<file path="src/rtl/menu_controller_pkg.sv">
// Shared encodings for the configuration-menu sequencer and the datapath that
// decodes menu_sel.
package menu_controller_pkg;

   typedef enum logic [2:0] {
      ST_IDLE   = 3'd0,
      ST_LOAD   = 3'd1,
      ST_MODO   = 3'd2,
      ST_BPM    = 3'd3,
      ST_TOM    = 3'd4,
      ST_MUSICA = 3'd5,
      ST_ERRO   = 3'd6,
      ST_DONE   = 3'd7
   } state_e;

   localparam logic [2:0] MENU_SEL_MODO   = 3'b000;
   localparam logic [2:0] MENU_SEL_BPM    = 3'b001;
   localparam logic [2:0] MENU_SEL_TOM    = 3'b010;
   localparam logic [2:0] MENU_SEL_MUSICA = 3'b011;
   localparam logic [2:0] MENU_SEL_ERRO   = 3'b100;

   // True for the five states in which the user is choosing a value.
   function automatic logic in_select(state_e s);
      return (s == ST_MODO) || (s == ST_BPM) || (s == ST_TOM) ||
             (s == ST_MUSICA) || (s == ST_ERRO);
   endfunction

   function automatic logic [2:0] sel_code(state_e s);
      logic [2:0] code;
      code = MENU_SEL_MODO;
      case (s)
         ST_BPM:    code = MENU_SEL_BPM;
         ST_TOM:    code = MENU_SEL_TOM;
         ST_MUSICA: code = MENU_SEL_MUSICA;
         ST_ERRO:   code = MENU_SEL_ERRO;
         default:   code = MENU_SEL_MODO;
      endcase
      return code;
   endfunction

endpackage

</file>
<file path="src/rtl/menu_controller_edge_detector.sv">
// Rising-edge detector: one-cycle pulse on the first cycle a level is seen high.
module edge_detector (
   input  logic clk_i,
   input  logic rst_i,
   input  logic level_i,
   output logic pulse_o
);

   logic prev_q;

   always_ff @(posedge clk_i or posedge rst_i) begin
      if (rst_i) begin
         prev_q <= 1'b0;
      end else begin
         prev_q <= level_i;
      end
   end

   assign pulse_o = level_i & ~prev_q;

endmodule

</file>
<file path="src/rtl/menu_controller.sv">
// Configuration-menu sequencer: steps through mode, BPM, tone, song and error
// limit, strobes the display on every change and abandons the menu when idle.
module menu_controller
   import menu_controller_pkg::*;
#(
   parameter int TIMEOUT_CYCLES = 50_000_000,
   parameter int CNT_W          = $clog2(TIMEOUT_CYCLES)
) (
   input  logic       clock,
   input  logic       reset,
   input  logic       start,
   input  logic       enter_pressed,
   input  logic       back_pressed,
   input  logic       arrow_pressed,
   input  logic       skip_musica,
   input  logic       restart,
   output logic [2:0] menu_sel,
   output logic       load_initial,
   output logic       nav_enable,
   output logic       arduino_update,
   output logic       config_done,
   output logic       timeout
);

   localparam logic [CNT_W-1:0] CNT_LIMIT = CNT_W'(TIMEOUT_CYCLES - 1);

   logic             rst_hi;
   logic             start_p, enter_p, back_p, arrow_p, restart_p;
   logic             activity, expire;
   state_e           state_q, state_d;
   logic [CNT_W-1:0] cnt_q, cnt_d;
   logic             entered_q, entered_d;
   logic             au_q, au_d;
   logic [2:0]       menu_sel_q;
   logic             load_q, nav_q, done_q, timeout_q;

   assign rst_hi = ~reset;

   edge_detector u_start_ed (
      .clk_i(clock), .rst_i(rst_hi), .level_i(start), .pulse_o(start_p)
   );
   edge_detector u_enter_ed (
      .clk_i(clock), .rst_i(rst_hi), .level_i(enter_pressed), .pulse_o(enter_p)
   );
   edge_detector u_back_ed (
      .clk_i(clock), .rst_i(rst_hi), .level_i(back_pressed), .pulse_o(back_p)
   );
   edge_detector u_arrow_ed (
      .clk_i(clock), .rst_i(rst_hi), .level_i(arrow_pressed), .pulse_o(arrow_p)
   );
   edge_detector u_restart_ed (
      .clk_i(clock), .rst_i(rst_hi), .level_i(restart), .pulse_o(restart_p)
   );

   // Any key activity in a select state cancels a pending expiry.
   assign activity = enter_p | back_p | arrow_p;
   assign expire   = in_select(state_q) && !activity && (cnt_q == CNT_LIMIT);

   always_comb begin
      state_d = state_q;
      case (state_q)
         ST_IDLE:   if (start_p) state_d = ST_LOAD;
         ST_LOAD:   state_d = ST_MODO;
         ST_MODO: begin
            if (back_p)       state_d = ST_IDLE;
            else if (enter_p) state_d = ST_BPM;
         end
         ST_BPM: begin
            if (back_p)       state_d = ST_MODO;
            else if (enter_p) state_d = ST_TOM;
         end
         ST_TOM: begin
            if (back_p)       state_d = ST_BPM;
            else if (enter_p) state_d = skip_musica ? ST_ERRO : ST_MUSICA;
         end
         ST_MUSICA: begin
            if (back_p)       state_d = ST_TOM;
            else if (enter_p) state_d = ST_ERRO;
         end
         ST_ERRO: begin
            if (back_p)       state_d = skip_musica ? ST_TOM : ST_MUSICA;
            else if (enter_p) state_d = ST_DONE;
         end
         ST_DONE: begin
            if (restart_p)    state_d = ST_IDLE;
            else if (back_p)  state_d = ST_ERRO;
         end
         default:             state_d = ST_IDLE;
      endcase
      if (expire) state_d = ST_IDLE;
   end

   always_comb begin
      cnt_d = cnt_q + CNT_W'(1);
      if (!in_select(state_q) || (state_d != state_q) || activity) cnt_d = '0;
   end

   // The display strobe trails the state entry by one cycle so the datapath has
   // already switched menu_sel when the display resamples.
   assign entered_d = in_select(state_d) && (state_d != state_q);
   assign au_d      = in_select(state_d) && (entered_q || (arrow_p && in_select(state_q)));

   always_ff @(posedge clock or negedge reset) begin
      if (!reset) begin
         state_q    <= ST_IDLE;
         cnt_q      <= '0;
         entered_q  <= 1'b0;
         au_q       <= 1'b0;
         menu_sel_q <= MENU_SEL_MODO;
         load_q     <= 1'b0;
         nav_q      <= 1'b0;
         done_q     <= 1'b0;
         timeout_q  <= 1'b0;
      end else begin
         state_q    <= state_d;
         cnt_q      <= cnt_d;
         entered_q  <= entered_d;
         au_q       <= au_d;
         menu_sel_q <= sel_code(state_d);
         load_q     <= (state_d == ST_LOAD);
         nav_q      <= in_select(state_d);
         done_q     <= (state_d == ST_DONE);
         timeout_q  <= expire;
      end
   end

   assign menu_sel       = menu_sel_q;
   assign load_initial   = load_q;
   assign nav_enable     = nav_q;
   assign arduino_update = au_q;
   assign config_done    = done_q;
   assign timeout        = timeout_q;

endmodule

</file>
<file path="config.mk">
export PLATFORM = sky130hd
export DESIGN_NAME = menu_controller
export DESIGN_NICKNAME = d
export VERILOG_FILES = /design/src/rtl/menu_controller_pkg.sv /design/src/rtl/menu_controller_edge_detector.sv /design/src/rtl/menu_controller.sv
export SDC_FILE = /design/constraint.sdc
export NUM_CORES = 1
export LEC_CHECK = 0
export CELL_PAD_IN_SITES_DETAIL_PLACEMENT = 0
export CELL_PAD_IN_SITES_GLOBAL_PLACEMENT = 1
export CORE_UTILIZATION = 41
export DETAILED_ROUTE_END_ITERATION = 7
export PLACE_DENSITY = 0.85
export SLEW_MARGIN = 40
export SYNTH_ARGS = -nofsm -noshare
export SYNTH_HDL_FRONTEND = slang
export SYNTH_HIERARCHICAL = 1
export SYNTH_SLANG_ARGS = --single-unit
</file>
<file path="constraint.sdc">
create_clock -name clock -period 1.7 [get_ports clock]
set_input_delay 0.34 -clock clock [delete_from_list [all_inputs] [get_ports clock]]
set_output_delay 0.34 -clock clock [all_outputs]
set_load 0.02 [all_outputs]
</file>
After elaboration in Yosys (flattened, before gate mapping)

Cells that the tools add are included.
W data, S select, Z words.

Equality and inequality tests: 16
Add/sub/neg operators: 1
Bitwise logic cells: 12
Reduce and logical (&&, ||, !) cells: 19
Multiplexer cells: 19

Operator list:

| operator                | number |
|---|---|
| $mux W3                 | 14 |
| $add A26 B1 Y26 const B | 1 |
| $eq A26 B26 Y1 const B  | 1 |
| $mux W26                | 1 |
| $eq A3 B3 Y1 const B    | 8 |
| $pmux W3 S8             | 1 |
| $eq A3 B2 Y1 const B    | 4 |
| $pmux W3 S4             | 1 |
| $logic_or A1 B1 Y1      | 11 |
| $eq A3 B1 Y1 const B    | 2 |
| $and A1 B1 Y1           | 5 |
| $logic_and A1 B1 Y1     | 5 |
| $not A1 Y1              | 5 |
| $logic_not A3 Y1        | 1 |
| $ne A3 B3 Y1            | 1 |
| $logic_not A1 Y1        | 2 |
| $mux W2                 | 1 |
| $or A1 B1 Y1            | 2 |
| $mux W1                 | 1 |

Output and inout port bits: 8
Bits in registers: 43

Depth between registers and ports, before layout

Depth after elaboration: 14
Gate-level depth with buffers: 8
Depth with buffers taken out: 6

Modules after synthesis

The synthesis kept the hierarchy.

By module, submodules not included:

| module          | instances | area each (sq um) | seq. area each (sq um) | cells each |
|---|---|---|---|---|
| menu_controller | 1         | 2069.5            | 950.9                  | 210 |
| edge_detector   | 5         | 42.5              | 25.0                   | 3 |

Worst setup path before layout

Ideal clock, no wire load.

Kind: register -> register
Start point: register u_back_ed.prev_q
End point: register au_q, in the netlist arduino_update
Required time: 1560 ps
Path buffers: 1
Stages on the path, launching flop included: 8
Period minus slack after synthesis: 1796 ps
Library setup time: 140 ps
Arrival time: 1657 ps
Setup slack: -96 ps
Path through: dfrtp_1 -> nor2b_4 -> buf_4 -> a21oi_2 -> o31a_1 -> o211a_4 -> o41ai_2 -> nor3_1

Longest elaborated chain between the ends: 14

Ends and longest elaborated chain:

| item                                                                | line                                | RTL |
|---|---|---|
| start, declared                                                     | menu_controller_edge_detector.sv:9  | `logic prev_q;` |
| start signal, assigned                                              | menu_controller_edge_detector.sv:15 | `prev_q <= level_i;` |
| $not A1 Y1 (*)                                                      | menu_controller_edge_detector.sv:19 | `assign pulse_o = level_i & ~prev_q;` |
| $and A1 B1 Y1 (*)                                                   | menu_controller_edge_detector.sv:19 |  |
| via back_p                                                          | menu_controller.sv:28               | `logic start_p, enter_p, back_p, arrow_p, restart_p;` |
| parallel branches: the longest is 5 deep, another holds $pmux W3 S8 | -                                   |  |
| $mux W3 (*)                                                         | menu_controller.sv:90               | `if (expire) state_d = ST_IDLE;` |
| $eq A3 B2 Y1                                                        | menu_controller_pkg.sv:24           | `return (s == ST_MODO) \|\| (s == ST_BPM) \|\| (s == ST_TOM) \|\|` |
| $logic_or A1 B1 Y1 (3 in a row)                                     | menu_controller_pkg.sv:24           |  |
| $logic_or A1 B1 Y1 (*)                                              | menu_controller_pkg.sv:25           | `(s == ST_MUSICA) \|\| (s == ST_ERRO);` |
| $logic_and A1 B1 Y1 (*)                                             | menu_controller.sv:101              | `assign au_d = in_select(state_d) && (entered_q \|\| (arrow_p && in_select(state_q)));` |
| via au_d                                                            | menu_controller.sv:33               | `logic au_q, au_d;` |
| end signal, assigned                                                | menu_controller.sv:118              | `au_q <= au_d;` |
| end, declared                                                       | menu_controller.sv:33               |  |

Mark *: on every way through the listed nets, which the timed path passes.

Worst setup path in the final report

Ends and elaborated chain as after synthesis.

==> out/qor.csv <==
stage,metric,value,unit
layout,seq_area,1079,µm²
min_path,worstHoldPathType,input port to asynchronous set/reset pin,
floorplan,core,5238,µm²
sta,drv_slew,0,
drt,viasPerCell,5.066,
sta,clock.fmax,571.7,MHz
clock_tree,cts_buffers,5,
floorplan,rows,26,
sta,period_needed,1.749,ns
drt,ant_nets,0,
synth,async_flop_share,100.0,%
layout,utilization,62.57,%
floorplan,start_util,43.57,%
drt,drc_errors,0,
global_route,grt_start_max_net_pins,27,
run_status,outcome,"complete, but fails checks",
floorplan,die_h,76.61,µm
setup_path,cp.arrival,1.92,ns
setup_path,end_kind,register,
synth,syn_nets,234,
placement,routabilityCongestion,0.8124,
layout,multi_input_area,1315,µm²
setup_path,worst_r2r_path_depth,6,
setup_path,r2r-end,arduino_update,
sta,setup-violations-final,13,
floorplan,fp.dieW,76.61,µm
layout,drive_above_1_share,44.03,%
synth,ys_ff_latch,43,
drt,routedWlPerCell,14.26,µm
sta,hold_viol_final,0,
layout,antenna_cells,0,
setup_path,cp_data_required_time,1.87,ns
clock_tree,clock_sinks,43,
global_route,first_global_vias,1859,
sta,worst_slew_pin_slew,0.4965,ns
setup_path,setup.worst_path.start_class,register,
clock_tree,root_buffer,clkbuf_8,
drt,drt_iter0_drc,74,
synth,synth.avg_cell_area,10.14,µm²
synth,syn_area,2282,µm²
drt,drt_wl_total,5176,µm
synth,synth_area_leaders,"dfrtp_1, nor2_1, xor2_1",
clock_tree,insertion_delay,0.29,ns
layout,finalNetCount,301,
synth,synth_flop_cell,dfrtp_1,
job,drv_cap,0,
synth,synth-edff-count,0,
synth,netlist.top_cell.by_area,dfrtp_1,
sta,grt_setup_unrepaired,true,
sta,skew,0.006928,ns
drt,dr.pass1.iters,4,
drt,route.vias.total,1839,
sta,fin_crit_sh,102.9,%
clock_tree,cts.clk_slew.worst_paths,0.08,ns
power_and_ir_drop,power_density,1214,nW/µm²
power_and_ir_drop,power.leakage,1.394,nW
placement,placed_area,2844,µm²
setup_path,critPathMaxFanout,3,
setup_path,crit_type,register to register,
clock_tree,cts_hold_buffers,0,
global_route,antenna_found_initial,0,
sta,relSlewSlack,66.90,%
power_and_ir_drop,peakVddDrop,0.0007774,V
placement,portBuffers,15,
setup_path,rrSetupSlack,-0.05,ns
synth,syn-instance-count,225,
layout,nFillCells,414,
global_route,grt_usage,18.21,%
synth,ys_types,52,
clock_tree,tritoncts,done,
synth,synth.top_cell.area_share,47.15,%
layout,area_growth,43.59,%
placement,dpl.hpwl,3479,µm
run_status,violations,setup timing,
floorplan,io_pins,16,
clock_tree,htree_levels,2,
global_route,grt_pass1_wl,8376,µm
global_route,overflow,0,
clock_tree,cts_buffer_depth,2,
synth,synth_warnings,6,
power_and_ir_drop,power,3.977,mW
setup_path,r2r-start,u_back_ed/prev_q,
layout,fin_area,3277,µm²
sta,setup_ws,-0.04913,ns
floorplan,dieArea,5868,µm²
synth,seq_area_frac_synth,47.15,%
## worst max-delay path: stages (launching register included)
cell,delay [ns]
dfrtp_1,0.41
nor2b_4,0.17
a21oi_2,0.04
o31a_1,0.28
o211a_4,0.25
o41ai_4,0.37
nor3_1,0.09
## Yosys cell counts (2+ instances only)
| master | instances |
|---|---|
| dfrtp_1 | 43 |
| nor2_1 | 34 |
| xor2_1 | 14 |
| inv_1 | 13 |
| nand3_1 | 12 |
| xnor2_1 | 11 |
| nand4_1 | 8 |
| nand2_1 | 7 |
| nor3_1 | 7 |
| nor3_2 | 6 |
| nor2b_4 | 5 |
| a21oi_1 | 4 |
| and3_1 | 4 |
| and4_1 | 4 |
| buf_2 | 4 |
| nand2b_1 | 4 |
| or2_1 | 3 |
| and2_1 | 2 |
| and3b_1 | 2 |
| buf_4 | 2 |
| buf_6 | 2 |
| clkbuf_1 | 2 |
| nor4_1 | 2 |
| or2_2 | 2 |
## cell type report
class | count | share of cell area [%]
inverters | 13 | 1.489
repair buffers | 70 | 18.75
well taps | 70 | 2.673
multi-input cells | 159 | 40.13
clock inverters | 2 | 1.833
clock buffers | 6 | 2.215
flip-flops and latches | 43 | 32.91
## sequential cells by signal, summed over array words and instances (netlist names)
name,cells
cnt_q,26
menu_sel,3
state_q,3
arduino_update,1
config_done,1
entered_q,1
load_initial,1
nav_enable,1
timeout,1
u_arrow_ed/prev_q,1
u_back_ed/prev_q,1
u_enter_ed/prev_q,1
u_restart_ed/prev_q,1
u_start_ed/prev_q,1
## power by group
| part | internal [mW] | switching, mW |
|---|---|---|
| logic | 0.884 | 0.867 |
| clock network | 0.587 | 0.352 |
| registers | 1.15 | 0.133 |
## cells by family after synthesis
family | after synthesis | share of synthesized area (%)
AO/OA/AOI/OAI | 20 | 7.512
XOR/XNOR | 25 | 9.594
adder cells (fa/ha/maj) | 1 | 0.5482
buffers and inverters | 23 | 4.989
flip-flops | 43 | 47.15
multiplexers | 1 | 0.4386
AND/OR/NAND/NOR | 112 | 29.77
## stage by stage
stage | hold slack, ns | setup WS, ns | std cells | TNS, ns
finish | 0.001609 | -0.04913 | 363 | -0.3113
detailed placement | 0.3423 | -0.5898 | 346 | -18.62
floorplan | 0.04441 | -0.03966 | 225 | -0.1097
global route | 0.03287 | -0.1125 | 363 | -2.266
global placement | 0.3372 | -0.5019 | 346 | -15.63
CTS | 0.01574 | -0.08043 | 358 | -0.6654
## routing by layer
| layer | routed length (µm) | up-vias | track usage, % |
|---|---|---|---|
| li1 | - | 903 | - |
| met1 | 2545 | 910 | 25.75 |
| met2 | 2467 | 19 | 27.93 |
| met3 | 90 | 7 | 2.874 |
| met4 | 72 | 0 | 7.115 |
| met5 | 0 | - | 0 |
## layout by cell type, fill, tap and decap left out, types with 3 or more instances in the layout
| cell | Yosys | final |
|---|---|---|
| nand4_1 | 8 | 8 |
| buf_12 | 0 | 3 |
| nand2_1 | 7 | 6 |
| nor3_2 | 6 | 7 |
| a21oi_2 | 1 | 3 |
| dfrtp_1 | 43 | 41 |
| nand2b_1 | 4 | 4 |
| clkdlybuf4s50_1 | 0 | 12 |
| inv_1 | 13 | 13 |
| xor2_1 | 14 | 13 |
| buf_4 | 2 | 50 |
| nand3_1 | 12 | 11 |
| nor2_4 | 0 | 5 |
| xnor2_1 | 11 | 11 |
| nor3_1 | 7 | 6 |
| and4_1 | 4 | 3 |
| clkbuf_8 | 0 | 5 |
| nor2_1 | 34 | 10 |
| nor2_2 | 0 | 19 |
| nor2b_4 | 5 | 5 |
| and3_1 | 4 | 3 |
| or2_4 | 0 | 3 |
## what timing repair did
action / in CTS / in global routing
pin swaps: 13 / 14
gates resized for setup: 16 / 43
gates cloned: 0 / 2
setup endpoints to repair: 38 / 37
buffers inserted: 4 / 3
## how the worst max path moves through the flow
stage                           start             end  slack (ns)  cells past startpoint
finish               u_back_ed/prev_q  arduino_update       -0.05                      6
global route        u_enter_ed/prev_q       entered_q       -0.11                      6
CTS                  u_back_ed/prev_q       entered_q       -0.08                      6
detailed placement       back_pressed      nav_enable       -0.59                      7
global placement         back_pressed       entered_q       -0.50                      7
floorplan            u_back_ed/prev_q  arduino_update       -0.04                      7
Note: power is estimated with default switching activity, not from simulation.
